### src/rtl/if_pkg.sv
// Shared widths, fetch alignment and the prefetch buffer entry layout for the fetch stage.
package if_pkg;

   localparam int IF_ADDR_W     = 32;
   localparam int IF_INSTR_W    = 32;
   localparam int IF_FIFO_DEPTH = 4;
   localparam int IF_ALIGN      = 4;

   typedef struct packed {
      logic [IF_ADDR_W-1:0]  pc;
      logic [IF_INSTR_W-1:0] instr;
   } fetch_entry_t;

   // Counters must hold 0..depth inclusive.
   function automatic int cnt_width(input int depth);
      return $clog2(depth + 1);
   endfunction

endpackage

### src/rtl/if_prefetch_stage_if.sv
// Instruction memory request/response bus between the prefetch stage (master) and memory (slave).
interface if_prefetch_stage_if
   import if_pkg::*;
#(
   parameter int ADDR_W  = IF_ADDR_W,
   parameter int INSTR_W = IF_INSTR_W
) ();

   logic               imem_req;
   logic [ADDR_W-1:0]  imem_addr;
   logic               imem_gnt;
   logic               imem_rvalid;
   logic [INSTR_W-1:0] imem_rdata;

   modport master (
      output imem_req,
      output imem_addr,
      input  imem_gnt,
      input  imem_rvalid,
      input  imem_rdata
   );

   modport slave (
      input  imem_req,
      input  imem_addr,
      output imem_gnt,
      output imem_rvalid,
      output imem_rdata
   );

endinterface

### src/rtl/if_fetch_fifo.sv
// Prefetch buffer: power-of-two circular FIFO with synchronous clear; caller guarantees no overflow/underflow.
module if_fetch_fifo
   import if_pkg::*;
#(
   parameter int WIDTH = IF_ADDR_W + IF_INSTR_W,
   parameter int DEPTH = IF_FIFO_DEPTH
) (
   input  logic                          clk,
   input  logic                          rst,
   input  logic                          push,
   input  logic                          pop,
   input  logic                          clear,
   input  logic [WIDTH-1:0]              push_data,
   output logic [WIDTH-1:0]              pop_data,
   output logic                          full,
   output logic                          empty,
   output logic [cnt_width(DEPTH)-1:0]   count
);

   localparam int PTR_W = $clog2(DEPTH);
   localparam int CNT_W = cnt_width(DEPTH);

   logic [WIDTH-1:0] mem [DEPTH];
   logic [PTR_W-1:0] wr_ptr;
   logic [PTR_W-1:0] rd_ptr;

   always_ff @(posedge clk or negedge rst) begin
      if (!rst) begin
         wr_ptr <= '0;
         rd_ptr <= '0;
         count  <= '0;
      end else if (clear) begin
         wr_ptr <= '0;
         rd_ptr <= '0;
         count  <= '0;
      end else begin
         if (push) wr_ptr <= wr_ptr + PTR_W'(1);
         if (pop)  rd_ptr <= rd_ptr + PTR_W'(1);
         count <= count + CNT_W'(push) - CNT_W'(pop);
      end
   end

   always_ff @(posedge clk) begin
      if (push && !clear) mem[wr_ptr] <= push_data;
   end

   assign pop_data = mem[rd_ptr];
   assign empty    = (count == '0);
   assign full     = (count == CNT_W'(DEPTH));

endmodule

### src/rtl/if_prefetch_stage.sv
// Instruction prefetch stage: credit-limited fetch into a small buffer with branch redirect and stale-response discard.
// Optional IF_PERF_CNT_EN adds a saturating stall_cnt output.
module if_prefetch_stage
   import if_pkg::*;
#(
   parameter int                ADDR_W     = IF_ADDR_W,
   parameter int                INSTR_W    = IF_INSTR_W,
   parameter int                FIFO_DEPTH = IF_FIFO_DEPTH,
   parameter logic [ADDR_W-1:0] RESET_PC   = '0
) (
   input  logic                 clk,
   input  logic                 rst,
   input  logic                 freeze,
   input  logic                 branch_taken,
   input  logic [ADDR_W-1:0]    branch_address,
   if_prefetch_stage_if.master  imem,
   output logic                 out_valid,
   output logic [INSTR_W-1:0]   instruction_out,
   output logic [ADDR_W-1:0]    next_pc
`ifdef IF_PERF_CNT_EN
   ,
   output logic [31:0]          stall_cnt
`endif
);

   localparam int CNT_W   = cnt_width(FIFO_DEPTH);
   localparam int ENTRY_W = ADDR_W + INSTR_W;

   logic [ADDR_W-1:0]  fetch_pc;
   logic [ADDR_W-1:0]  resp_pc;
   logic [ADDR_W-1:0]  branch_pc;
   logic [CNT_W-1:0]   outstanding;
   logic [CNT_W-1:0]   discard_cnt;
   logic [CNT_W-1:0]   fifo_count;
   logic [CNT_W:0]     credit_used;
   logic               accept;
   logic               push;
   logic               pop;
   logic               fifo_full;
   logic               fifo_empty;
   logic [ENTRY_W-1:0] head;

   assign branch_pc   = branch_address & ~ADDR_W'(IF_ALIGN - 1);
   assign credit_used = {1'b0, outstanding} + {1'b0, fifo_count};

   // Gating with rst keeps the request low while in reset and lets it rise as soon as reset releases.
   assign imem.imem_req  = rst & ~branch_taken & (credit_used < (CNT_W+1)'(FIFO_DEPTH));
   assign imem.imem_addr = fetch_pc;
   assign accept         = imem.imem_req & imem.imem_gnt;

   assign pop  = ~fifo_empty & ~freeze & ~branch_taken;
   assign push = imem.imem_rvalid & (discard_cnt == '0) & ~branch_taken & (~fifo_full | pop);

   always_ff @(posedge clk or negedge rst) begin
      if (!rst) begin
         fetch_pc    <= RESET_PC;
         resp_pc     <= RESET_PC;
         outstanding <= '0;
         discard_cnt <= '0;
      end else begin
         outstanding <= outstanding + CNT_W'(accept) - CNT_W'(imem.imem_rvalid);
         if (branch_taken) begin
            fetch_pc    <= branch_pc;
            resp_pc     <= branch_pc;
            // Everything still in flight belongs to the old path.
            discard_cnt <= outstanding - CNT_W'(imem.imem_rvalid);
         end else begin
            if (accept) fetch_pc <= fetch_pc + ADDR_W'(IF_ALIGN);
            if (imem.imem_rvalid) begin
               if (discard_cnt != '0) discard_cnt <= discard_cnt - CNT_W'(1);
               else                   resp_pc     <= resp_pc + ADDR_W'(IF_ALIGN);
            end
         end
      end
   end

   if_fetch_fifo #(
      .WIDTH (ENTRY_W),
      .DEPTH (FIFO_DEPTH)
   ) u_fifo (
      .clk       (clk),
      .rst       (rst),
      .push      (push),
      .pop       (pop),
      .clear     (branch_taken),
      .push_data ({resp_pc, imem.imem_rdata}),
      .pop_data  (head),
      .full      (fifo_full),
      .empty     (fifo_empty),
      .count     (fifo_count)
   );

   assign out_valid       = ~fifo_empty;
   assign instruction_out = head[INSTR_W-1:0];
   assign next_pc         = head[ENTRY_W-1:INSTR_W] + ADDR_W'(IF_ALIGN);

`ifdef IF_PERF_CNT_EN
   always_ff @(posedge clk or negedge rst) begin
      if (!rst) begin
         stall_cnt <= '0;
      end else if (!out_valid && !branch_taken && (stall_cnt != '1)) begin
         stall_cnt <= stall_cnt + 32'd1;
      end
   end
`endif

endmodule

### src/flat_wrapper.sv
// flat-port wrapper written by rule: the top's interface ports become plain ports
module if_prefetch_stage_flat import if_pkg::*;
#(
   parameter int                ADDR_W     = IF_ADDR_W,
   parameter int                INSTR_W    = IF_INSTR_W,
   parameter int                FIFO_DEPTH = IF_FIFO_DEPTH,
   parameter logic [ADDR_W-1:0] RESET_PC   = '0
)
  (clk, rst, freeze, branch_taken, branch_address, out_valid, instruction_out, next_pc, imem_imem_req, imem_imem_addr, imem_imem_gnt, imem_imem_rvalid, imem_imem_rdata);
  if_prefetch_stage_if #(.ADDR_W(ADDR_W), .INSTR_W(INSTR_W)) imem_i ();
  input  logic clk;
  input  logic rst;
  input  logic freeze;
  input  logic branch_taken;
  input  logic [ADDR_W-1:0] branch_address;
  output logic out_valid;
  output logic [INSTR_W-1:0] instruction_out;
  output logic [ADDR_W-1:0] next_pc;
  output wire logic [$bits(imem_i.imem_req)-1:0] imem_imem_req;
  output wire logic [$bits(imem_i.imem_addr)-1:0] imem_imem_addr;
  input wire logic [$bits(imem_i.imem_gnt)-1:0] imem_imem_gnt;
  input wire logic [$bits(imem_i.imem_rvalid)-1:0] imem_imem_rvalid;
  input wire logic [$bits(imem_i.imem_rdata)-1:0] imem_imem_rdata;
  assign imem_imem_req = imem_i.imem_req;
  assign imem_imem_addr = imem_i.imem_addr;
  assign imem_i.imem_gnt = imem_imem_gnt;
  assign imem_i.imem_rvalid = imem_imem_rvalid;
  assign imem_i.imem_rdata = imem_imem_rdata;
  if_prefetch_stage #(.ADDR_W(ADDR_W), .INSTR_W(INSTR_W), .FIFO_DEPTH(FIFO_DEPTH), .RESET_PC(RESET_PC)) u_core (.clk(clk), .rst(rst), .freeze(freeze), .branch_taken(branch_taken), .branch_address(branch_address), .imem(imem_i), .out_valid(out_valid), .instruction_out(instruction_out), .next_pc(next_pc));
endmodule
### config.mk
export PLATFORM = sky130hd
export DESIGN_NAME = if_prefetch_stage_flat
export DESIGN_NICKNAME = d
export VERILOG_FILES = /design/src/rtl/if_pkg.sv /design/src/rtl/if_prefetch_stage_if.sv /design/src/rtl/if_fetch_fifo.sv /design/src/rtl/if_prefetch_stage.sv /design/src/flat_wrapper.sv
export SDC_FILE = /design/constraint.sdc
export NUM_CORES = 1
export LEC_CHECK = 0
export CORE_MARGIN = 1
export CORE_UTILIZATION = 56
export DETAILED_ROUTE_END_ITERATION = 6
export GPL_TIMING_DRIVEN = 1
export HOLD_SLACK_MARGIN = 0.02
export PLACE_DENSITY = 0.91
export SETUP_SLACK_MARGIN = 0.05
export SLEW_MARGIN = 10
export SYNTH_ARGS = -nofsm -noshare
export SYNTH_HDL_FRONTEND = slang
export SYNTH_SLANG_ARGS = --single-unit
### constraint.sdc
create_clock -name clk -period 4.4 [get_ports clk]
set_input_delay 1.1 -clock clk [delete_from_list [all_inputs] [get_ports clk]]
set_output_delay 1.1 -clock clk [all_outputs]
set_load 0.005 [all_outputs]
# After elaboration in Yosys (flattened, before gate mapping)
# Memories as Yosys holds them, arrays and structs flattened.
# Cells that the tools add are included.
# word_totals
out_inout_bits	98
ramBits	256
regBits	77
n_memories	1
# mem_list
name	depth	word_bits	read_ports	rd_ports_with_merged_regs	wr	line_no	rtl
u_core.u_fifo.mem	4	64	1	0	1	if_fetch_fifo.sv:23	logic [WIDTH-1:0] mem [DEPTH];
# classes
n_bitwise	13
n_reduce_logical	12
eq_ne	2
muxes	15
add_sub_neg	12
order_cmp	1
# ops
op	n
$mux 32	5
$add 32x3->32 const B	3
$mux 3	4
$reduce_bool 2->1	5
$sub 3x1->3	3
$and 1x1->1	8
$mux 2	4
$add 3x1->3	2
$logic_not 3->1	2
$add 2x1->2 const B	2
$add 3x3->4	1
$lt 4x3->1 const B	1
$not 1->1	4
$reduce_and 2->1	2
$eq 3x3->1 const B	1
$reduce_bool 3->1	1
$sub 3x1->3 const B	1
$mux 1	2
$ne 2x2->1 const B	1
$logic_and 1x1->1	1
$logic_not 1->1	1
$or 1x1->1	1

# Longest topological paths before layout
# Gate-level depths: netlist of the first run.
# logic_depth
ltp_word	9
depth_mapped	12
ltp_nobuf	11

# Cells and area by module
# Synthesis of the first run repeated with hierarchy kept, for this count alone.
# unflattened
cells_unflattened	850
hier_area_um2	14132.3
# by_module_without_submodules
module	n_inst	area_each_um2	seq_area_each_um2	cells_per_inst
if_fetch_fifo	1	9700.6	7862.5	374
if_prefetch_stage	1	4431.8	1651.6	476

# Least setup slack after synthesis of the first run
# No wires, ideal clock.
# synth_timing
kind	input port to flip-flop
start	in imem_imem_rvalid
end	mem u_core.u_fifo.mem[0][0] (netlist bit) (enable)
required_ns	3.973
path_stages	4
arrival_ns	3.203
setup_time_ns	0.427
path_slack_ns	0.770
path_buffers	1
path_cell_list	and3b_1 > buf_2 > o311a_1 > and2_1
# synth_via
elab_chain_cells	6
# synth_lines
item	line_no	rtl
start: declaration	flat_wrapper.sv:22	input wire logic [$bits(imem_i.imem_rvalid)-1:0] imem_imem_rvalid;
$and 1x1->1 (3 in a row)	if_prefetch_stage.sv:52	assign push = imem.imem_rvalid & (discard_cnt == '0) & ~branch_taken & (~fifo_full | pop);
$logic_and 1x1->1	if_fetch_fifo.sv:44	if (push && !clear) mem[wr_ptr] <= push_data;
$mux 1	if_fetch_fifo.sv:44	
$mux 1 (not written as such)	if_fetch_fifo.sv:44	
end: declaration	if_fetch_fifo.sv:23	
# No other way between the ends.

# Worst setup path after layout of the first run
# layout_timing
start	reg u_core.u_fifo.rd_ptr[0]
end	out next_pc[22]
# layout_via
elab_chain_cells	2
# layout_lines
item	line_no	rtl
start: declaration	if_fetch_fifo.sv:25	logic [PTR_W-1:0] rd_ptr;
start signal: assignment	if_fetch_fifo.sv:38	if (pop) rd_ptr <= rd_ptr + PTR_W'(1);
$mem_v2 4x64	n/a	
$add 32x3->32	if_prefetch_stage.sv:95	assign next_pc = head[ENTRY_W-1:INSTR_W] + ADDR_W'(IF_ALIGN);
end: declaration	flat_wrapper.sv:18	output logic [ADDR_W-1:0] next_pc;
# No other way between the ends.

==> metrics.cfg, run 1 <==
[routing]
routed_via_density = 5.95
drt_iter0_markers = 848
route.detailed.wl_per_inst_um = 20.8
route.vias.total = 8408
drtAntennaViolNets = 0
drc_errors = 0
wirelength_um = 29400
firstDrtPassIters = 6

[floorplanning]
io_pins = 168
die_y_um = 159
coreArea_sq_mm = 0.0243
initial_core_util_pct = 57.1
fp.dieArea_sq_mm = 0.0254
rows = 57
dieWidth_um = 159

[global_route]
grt_pass1_wl_um = 46200
grt_max_degree = 65
grt_overflow = 0
grt_pass1_vias = 8473
antenna_found_initial = 0
grt_usage_pct = 23.5

[sta]
layout_setup_ws_ns = 0.172
finalSetupViolCount = 0
fmax_mhz = 237
hold_ws_ns = 0.560
clock_skew_ns = 0.0263
timing.final.crit_period_ns = 4.23
tns_ns = 0
worst_pin_slew_ns = 1.08
maxSlewViolCount = 0
relSlewSlack_pct = 27.7
period_share_pct = 96.1
rsz0062_at_grt = true
hold_viol = 0

[cts]
cts_buffers = 34
cts_root_buf = clkbuf_16
clkTransAtPathRegs_ns = 0.06
cts_sinks = 321
clockBufferDepth = 3
htree_levels = 2
tritoncts = built
clk_latency_ns = 0.51

[worst_setup_path]
crit_chain = buf_12, buf_12, mux4_2, nand3_4, nor3_4, buf_12, nand3_1, xnor2_1, clkdlybuf4s50_1
critPathRequiredTime_ns = 3.30
path_delay_family = buffers and inverters
cp_max_fo = 26
end_kind = output port
cp_common_cell = buf_12
path_class = register to output port
cp-start-kind = register
slowest_delay_ns = 0.53
slowest_stage = dfrtp_4
path_buf_inv = 4
arrival_ns = 3.13

[power]
p_sw_mw = 2.20
p_leak_nw = 5.85
p_int_mw = 6.24
power.share.combinational_pct = 25.1
irDropWorstVdd_mv = 0.300
swShare_pct = 26.1
power_density_mw_per_mm2 = 492
seqPwrFrac_pct = 43.8
p_clk_share_pct = 31.1

[placed_design]
place_ws_ns = 0.272
place.gp.congestion = 0.898
numPortBuffers = 161
placed_area_sq_mm = 0.0160
dpl.cell_count = 1345
dp_hpwl_um = 18800

[yosys]
synth_area_per_cell_sq_um = 15.9
ys_ff_latch = 321
syn-cell-area_sq_mm = 0.0139
async_reset_ff_share_pct = 22.7
synthCells = 873
synth_flop_cell = edfxtp_1
synth_top_family_by_area = multiplexers
synth.yosys.seq_area_share_pct = 66.8
synth_edf_count = 248
synth-simple-area-share_pct = 8.87
yosysWarnings = 0
synthMuxAreaShare_pct = 12.0
synth_compound_area_share_pct = 3.68
ys_types = 56
synthAdderAreaFrac_pct = 1.73
synth_xor_area_share_pct = 4.54

[cells_and_area]
design_area_sq_mm = 0.0171
area_delta_synth_final_pct = 23.5
diodes = 0
drive_gt1_share_pct = 16.6
fin_nets = 1156
nFillCells = 1473
instances_no_fill = 1413

[min_path]
hp-class = register to register

[run_status]
status = completed

[flow_run]
maxCapViolCount = 0

## stage by stage
stage	power, mW	util [%]
2_1_floorplan	4.88	-
3_3_place_gp	5.71	65.6
3_5_place_dp	5.78	65.6
4_1_cts	8.45	70.0
5_1_grt	8.80	70.5
6_report	8.44	70.5
## registers in the layout, indices dropped and copies added, names as in the netlist
signal,flops
u_core.discard_cnt,3
u_core.u_fifo.rd_ptr,2
u_core.u_fifo.count,3
u_core.u_fifo.wr_ptr,2
u_core.resp_pc,30
u_core.imem.imem_addr,30
u_core.u_fifo.mem,248
u_core.outstanding,3
## cells by family after synthesis
group | count (synthesis)
adders and majority gates | 18
and+or+nand+nor | 228
AOI/OAI and AO/OA | 81
xor gates and xnor gates | 72
DFF | 321
buffers and inverters | 68
muxes | 84
other | 1
## metal layers
layer / vias up / part of all wire [%] / GRT usage (%)
met5: - / 0 / 0
met4: 0 / 1.6 / 6.12
met3: 38 / 7.1 / 4.27
met2: 393 / 50 / 38.7
met1: 4203 / 42 / 32.7
li1: 3774 / - / -
## synthesized netlist by cell type (16+ instances only)
library cell    n  area, sq um
nor4_1         17          106
o21ai_0        37          185
edfxtp_1      248         7450
ha_1           16          200
mux2_2         21          236
inv_1          27          101
xnor2_1        51          447
nand4_1        17          106
nand3_1        44          220
xor2_1         21          184
mux4_2         55         1240
nor2_1         29          109
dfrtp_1        73         1830
nand2_1        56          210
## power groups by stage
stage / Sequential (mW) / Combinational (mW) / Clock [mW]
after global routing: 3.72 / 2.29 / 2.80
after global placement: 3.74 / 1.97 / 0
after detailed placement: 3.76 / 2.02 / 0
final: 3.70 / 2.12 / 2.63
after floorplan: 3.68 / 1.20 / 0
after CTS: 3.70 / 2.08 / 2.66
## area by class of cell
class	instances	area, sq um	share of cell area [%]
Sequential cell	321	9280	54.1
Multi-Input combinational cell	487	4330	25.3
Timing Repair Buffer	196	2000	11.7
Clock buffer	46	937	5.46
Tap cell	324	405	2.36
Inverter	28	105	0.613
Clock inverter	11	83.8	0.489
## what timing repair did
| action | in CTS | in global routing |
|---|---|---|
| setup buffers | 3 | 8 |
| pin swaps | 2 | 4 |
| hold buffers | 0 | 0 |
| hold endpoints to repair | 0 | 0 |
| resized for setup | 12 | 7 |
| setup endpoints to repair | 20 | 17 |
## final timing paths
kind	startpoint	end	slack, ns	cells past startpoint
worst max-delay path	u_core.u_fifo.rd_ptr[0]$_DFFE_PN0P_	next_pc[22]	0.17	9
worst min-delay path	u_core.imem.imem_addr[31]$_DFFE_PN0P_	u_core.imem.imem_addr[31]$_DFFE_PN0P_	0.56	1
worst max register to register	u_core.u_fifo.count[2]$_DFF_PN0_	u_core.imem.imem_addr[24]$_DFFE_PN0P_	1.73	9
worst min register to register	u_core.imem.imem_addr[31]$_DFFE_PN0P_	u_core.imem.imem_addr[31]$_DFFE_PN0P_	0.56	1
max in group asynchronous	rst	u_core.u_fifo.rd_ptr[1]$_DFFE_PN0P_	2.67	3
min in group asynchronous	rst	u_core.imem.imem_addr[25]$_DFFE_PN0P_	0.61	2
## placed cells by master (no fill, tap or decap), types with 22 or more instances in the layout
cell	count
nand3_1	43
buf_4	22
dfrtp_1	71
o21ai_0	37
clkbuf_16	35
clkdlybuf4s50_1	159
xnor2_1	51
edfxtp_1	248
nor2_1	28
inv_1	27
mux4_2	59
nand2_1	56
No activity file was read; power rests on OpenSTA's default activity.
==> inputs of run 2 (changes only) <==
Settings changed: CORE_UTILIZATION 56 to 58, CTS_BUF_LIST set to sky130_fd_sc_hd__clkbuf_4 sky130_fd_sc_hd__clkbuf_8, PLACE_DENSITY 0.91 to 0.94, RECOVER_POWER set to 25.
==> run 2 against run 1 <==
  * Worst hold slack lost 0.020 ns
  * Sequential share of layout area fell by 0.20 points
  * Highest routed layer unchanged
  * Worst setup slack lost 0.084 ns
  * Utilization is 2.8 points higher
  * Largest power group unchanged
  * Critical path type unchanged
  * Cell area increased by 0.34%
  * Die area fell by 3.4%
  * Critical endpoint is now next_pc[27]
  * Register-to-register slack about the same
  * Wire length up 3.4%
  * Clock skew fell by 0.0012 ns
==> metrics.cfg, run 2 (same netlist as run 1, synthesis figures left out) <==
[run_status]
status = completed

[cts]
tritoncts = built
hold_buffers = 0  ; unchanged
clkTransAtPathRegs_ns = 0.06  ; about the same
cts_sinks = 321  ; unchanged
htree_levels = 2  ; unchanged
cts_buffers = 50  ; +47%
clockBufferDepth = 3  ; unchanged
clk_latency_ns = 0.57  ; +0.06 ns
cts_root_buf = clkbuf_8

[floorplanning]
coreArea_sq_mm = 0.0235  ; -3.5%
dieWidth_um = 157  ; -1.7%
die_y_um = 157  ; -1.7%
rows = 56  ; -1.8%
io_pins = 168  ; unchanged
fp.dieArea_sq_mm = 0.0246  ; -3.4%
initial_core_util_pct = 59.2  ; +2.1 points

[routing]
drt_iter0_markers = 830  ; -2.1%
drc_errors = 0  ; unchanged
routed_via_density = 5.91  ; -0.72%
route.detailed.wl_per_inst_um = 21.0  ; +0.83%
firstDrtPassIters = 5  ; -1
route.vias.total = 8560  ; +1.8%
drtAntennaViolNets = 0  ; unchanged
wirelength_um = 30400  ; +3.4%

[worst_setup_path]
cp-start-kind = register
arrival_ns = 3.21  ; +0.08 ns
cp_max_fo = 7  ; -73%
path_class = register to output port
end_kind = output port
critPathRequiredTime_ns = 3.30  ; about the same

[global_route]
grt_pass1_vias = 8726  ; +3.0%
grt_usage_pct = 25.5  ; +2.0 points
grt_max_degree = 63  ; -3.1%
met1_usage_pct = 35.0  ; +2.3 points
grt_pass1_wl_um = 47400  ; +2.5%
antenna_found_initial = 1  ; +1
busiest_layer = met2
grtUsageMet2_pct = 41.3  ; +2.5 points
grt_util_met3_pct = 4.79  ; +0.52 points
grt_overflow = 0  ; unchanged

[sta]
tns_ns = 0  ; unchanged
rsz0062_at_grt = true
clock_skew_ns = 0.0251  ; -0.00118 ns
worst_pin_slew_ns = 1.14  ; +0.0683 ns
hold_ws_ns = 0.540  ; -0.0199 ns
maxSlewViolCount = 0  ; unchanged
timing.final.crit_period_ns = 4.31  ; +0.0843 ns
fmax_mhz = 232  ; -2.0%
finalSetupViolCount = 0  ; unchanged
relSlewSlack_pct = 23.4  ; -4.2 points
period_share_pct = 98.0  ; +1.9 points
layout_setup_ws_ns = 0.0882  ; -0.0843 ns
hold_viol = 0  ; unchanged

[placed_design]
placed_area_sq_mm = 0.0159  ; -0.26%
numPortBuffers = 161  ; unchanged
dp_hpwl_um = 19300  ; +2.4%
place.gp.congestion = 0.903  ; +0.50%
dpl.cell_count = 1342  ; -0.22%
place_ws_ns = 0.155  ; -0.117 ns

[cells_and_area]
final_cell_mix = edfxtp_1 (248), clkdlybuf4s50_1 (138), dfrtp_1 (71), mux4_2 (60)
largest_register_ffs = 248  ; unchanged
design_area_sq_mm = 0.0172  ; +0.34%
area_delta_synth_final_pct = 23.9
final_util_pct = 73.3  ; +2.8 points
instances_no_fill = 1449  ; +2.5%
layout_commonest_cell = edfxtp_1
drive_gt1_share_pct = 20.4  ; +3.8 points
largest-register = u_core.u_fifo.mem
fin_nets = 1178  ; +1.9%

[power]
power_mw = 8.47  ; +0.33%
irDropWorstVdd_mv = 0.298  ; -0.41%
power_density_mw_per_mm2 = 492  ; about the same
p_leak_nw = 6.00  ; +2.7%

[min_path]
hp-class = register to register

[flow_run]
maxCapViolCount = 0  ; unchanged

run 2: area by class of cell:
cell class                 count  area (sq um)
antenna                        1          2.50
clock buffer                  71           883
sequential                   321          9280
timing repair buffer         202          1980
clock inverter                20           198
tap                          319           399
multi-input combinational    487          4360
inverter                      28           105
fill                        1409          6260
run 2: repair_timing:
| action | in CTS | in global routing |
|---|---|---|
| endpoints found under the setup margin | 22 | 15 |
| setup buffers | 5 | 10 |
| resized for setup | 16 | 13 |
| pin swaps | 3 | 5 |
run 2: layer usage:
layer  share of wire [%]  wire length (um)  vias up
met1                  41             12600     4273
met2                  49             15000      410
li1                    -                 -     3830
met4                 2.1               625        0
met3                 7.4              2260       47
met5                   0                 0        -
run 2: path summary, 6_finish.rpt:
path / start / to / slack, ns / cells past startpoint
max in group asynchronous: rst / u_core.u_fifo.rd_ptr[0]$_DFFE_PN0P_ / 2.05 / 3
worst min-delay path: u_core.resp_pc[10]$_DFFE_PN0P_ / u_core.u_fifo.mem[0][42]$_DFFE_PP_ / 0.54 / 0
worst min register to register: u_core.resp_pc[10]$_DFFE_PN0P_ / u_core.u_fifo.mem[0][42]$_DFFE_PP_ / 0.54 / 0
worst max-delay path: u_core.u_fifo.rd_ptr[0]$_DFFE_PN0P_ / next_pc[27] / 0.09 / 9
min in group asynchronous: rst / u_core.resp_pc[19]$_DFFE_PN0P_ / 1.00 / 2
worst max register to register: u_core.discard_cnt[0]$_DFFE_PN0P_ / u_core.resp_pc[28]$_DFFE_PN0P_ / 1.74 / 7
run 2: critical path: stages, from the launching register on:
cell	delay (ns)
dfrtp_4	0.54
buf_4	0.17
mux4_2	0.44
nand4_4	0.13
buf_4	0.18
nor4_4	0.20
buf_4	0.20
nand3_1	0.09
xnor2_1	0.17
clkdlybuf4s50_1	0.52
run 2: report_power, final:
| part | internal [mW] | leakage, nW | total, mW | switching (mW) |
|---|---|---|---|---|
| clock network | 1.53 | 0.571 | 2.65 | 1.12 |
| registers | 3.49 | 3.11 | 3.69 | 0.202 |
| logic | 1.17 | 2.32 | 2.12 | 0.950 |
| total | 6.19 | 6.00 | 8.47 | 2.27 |
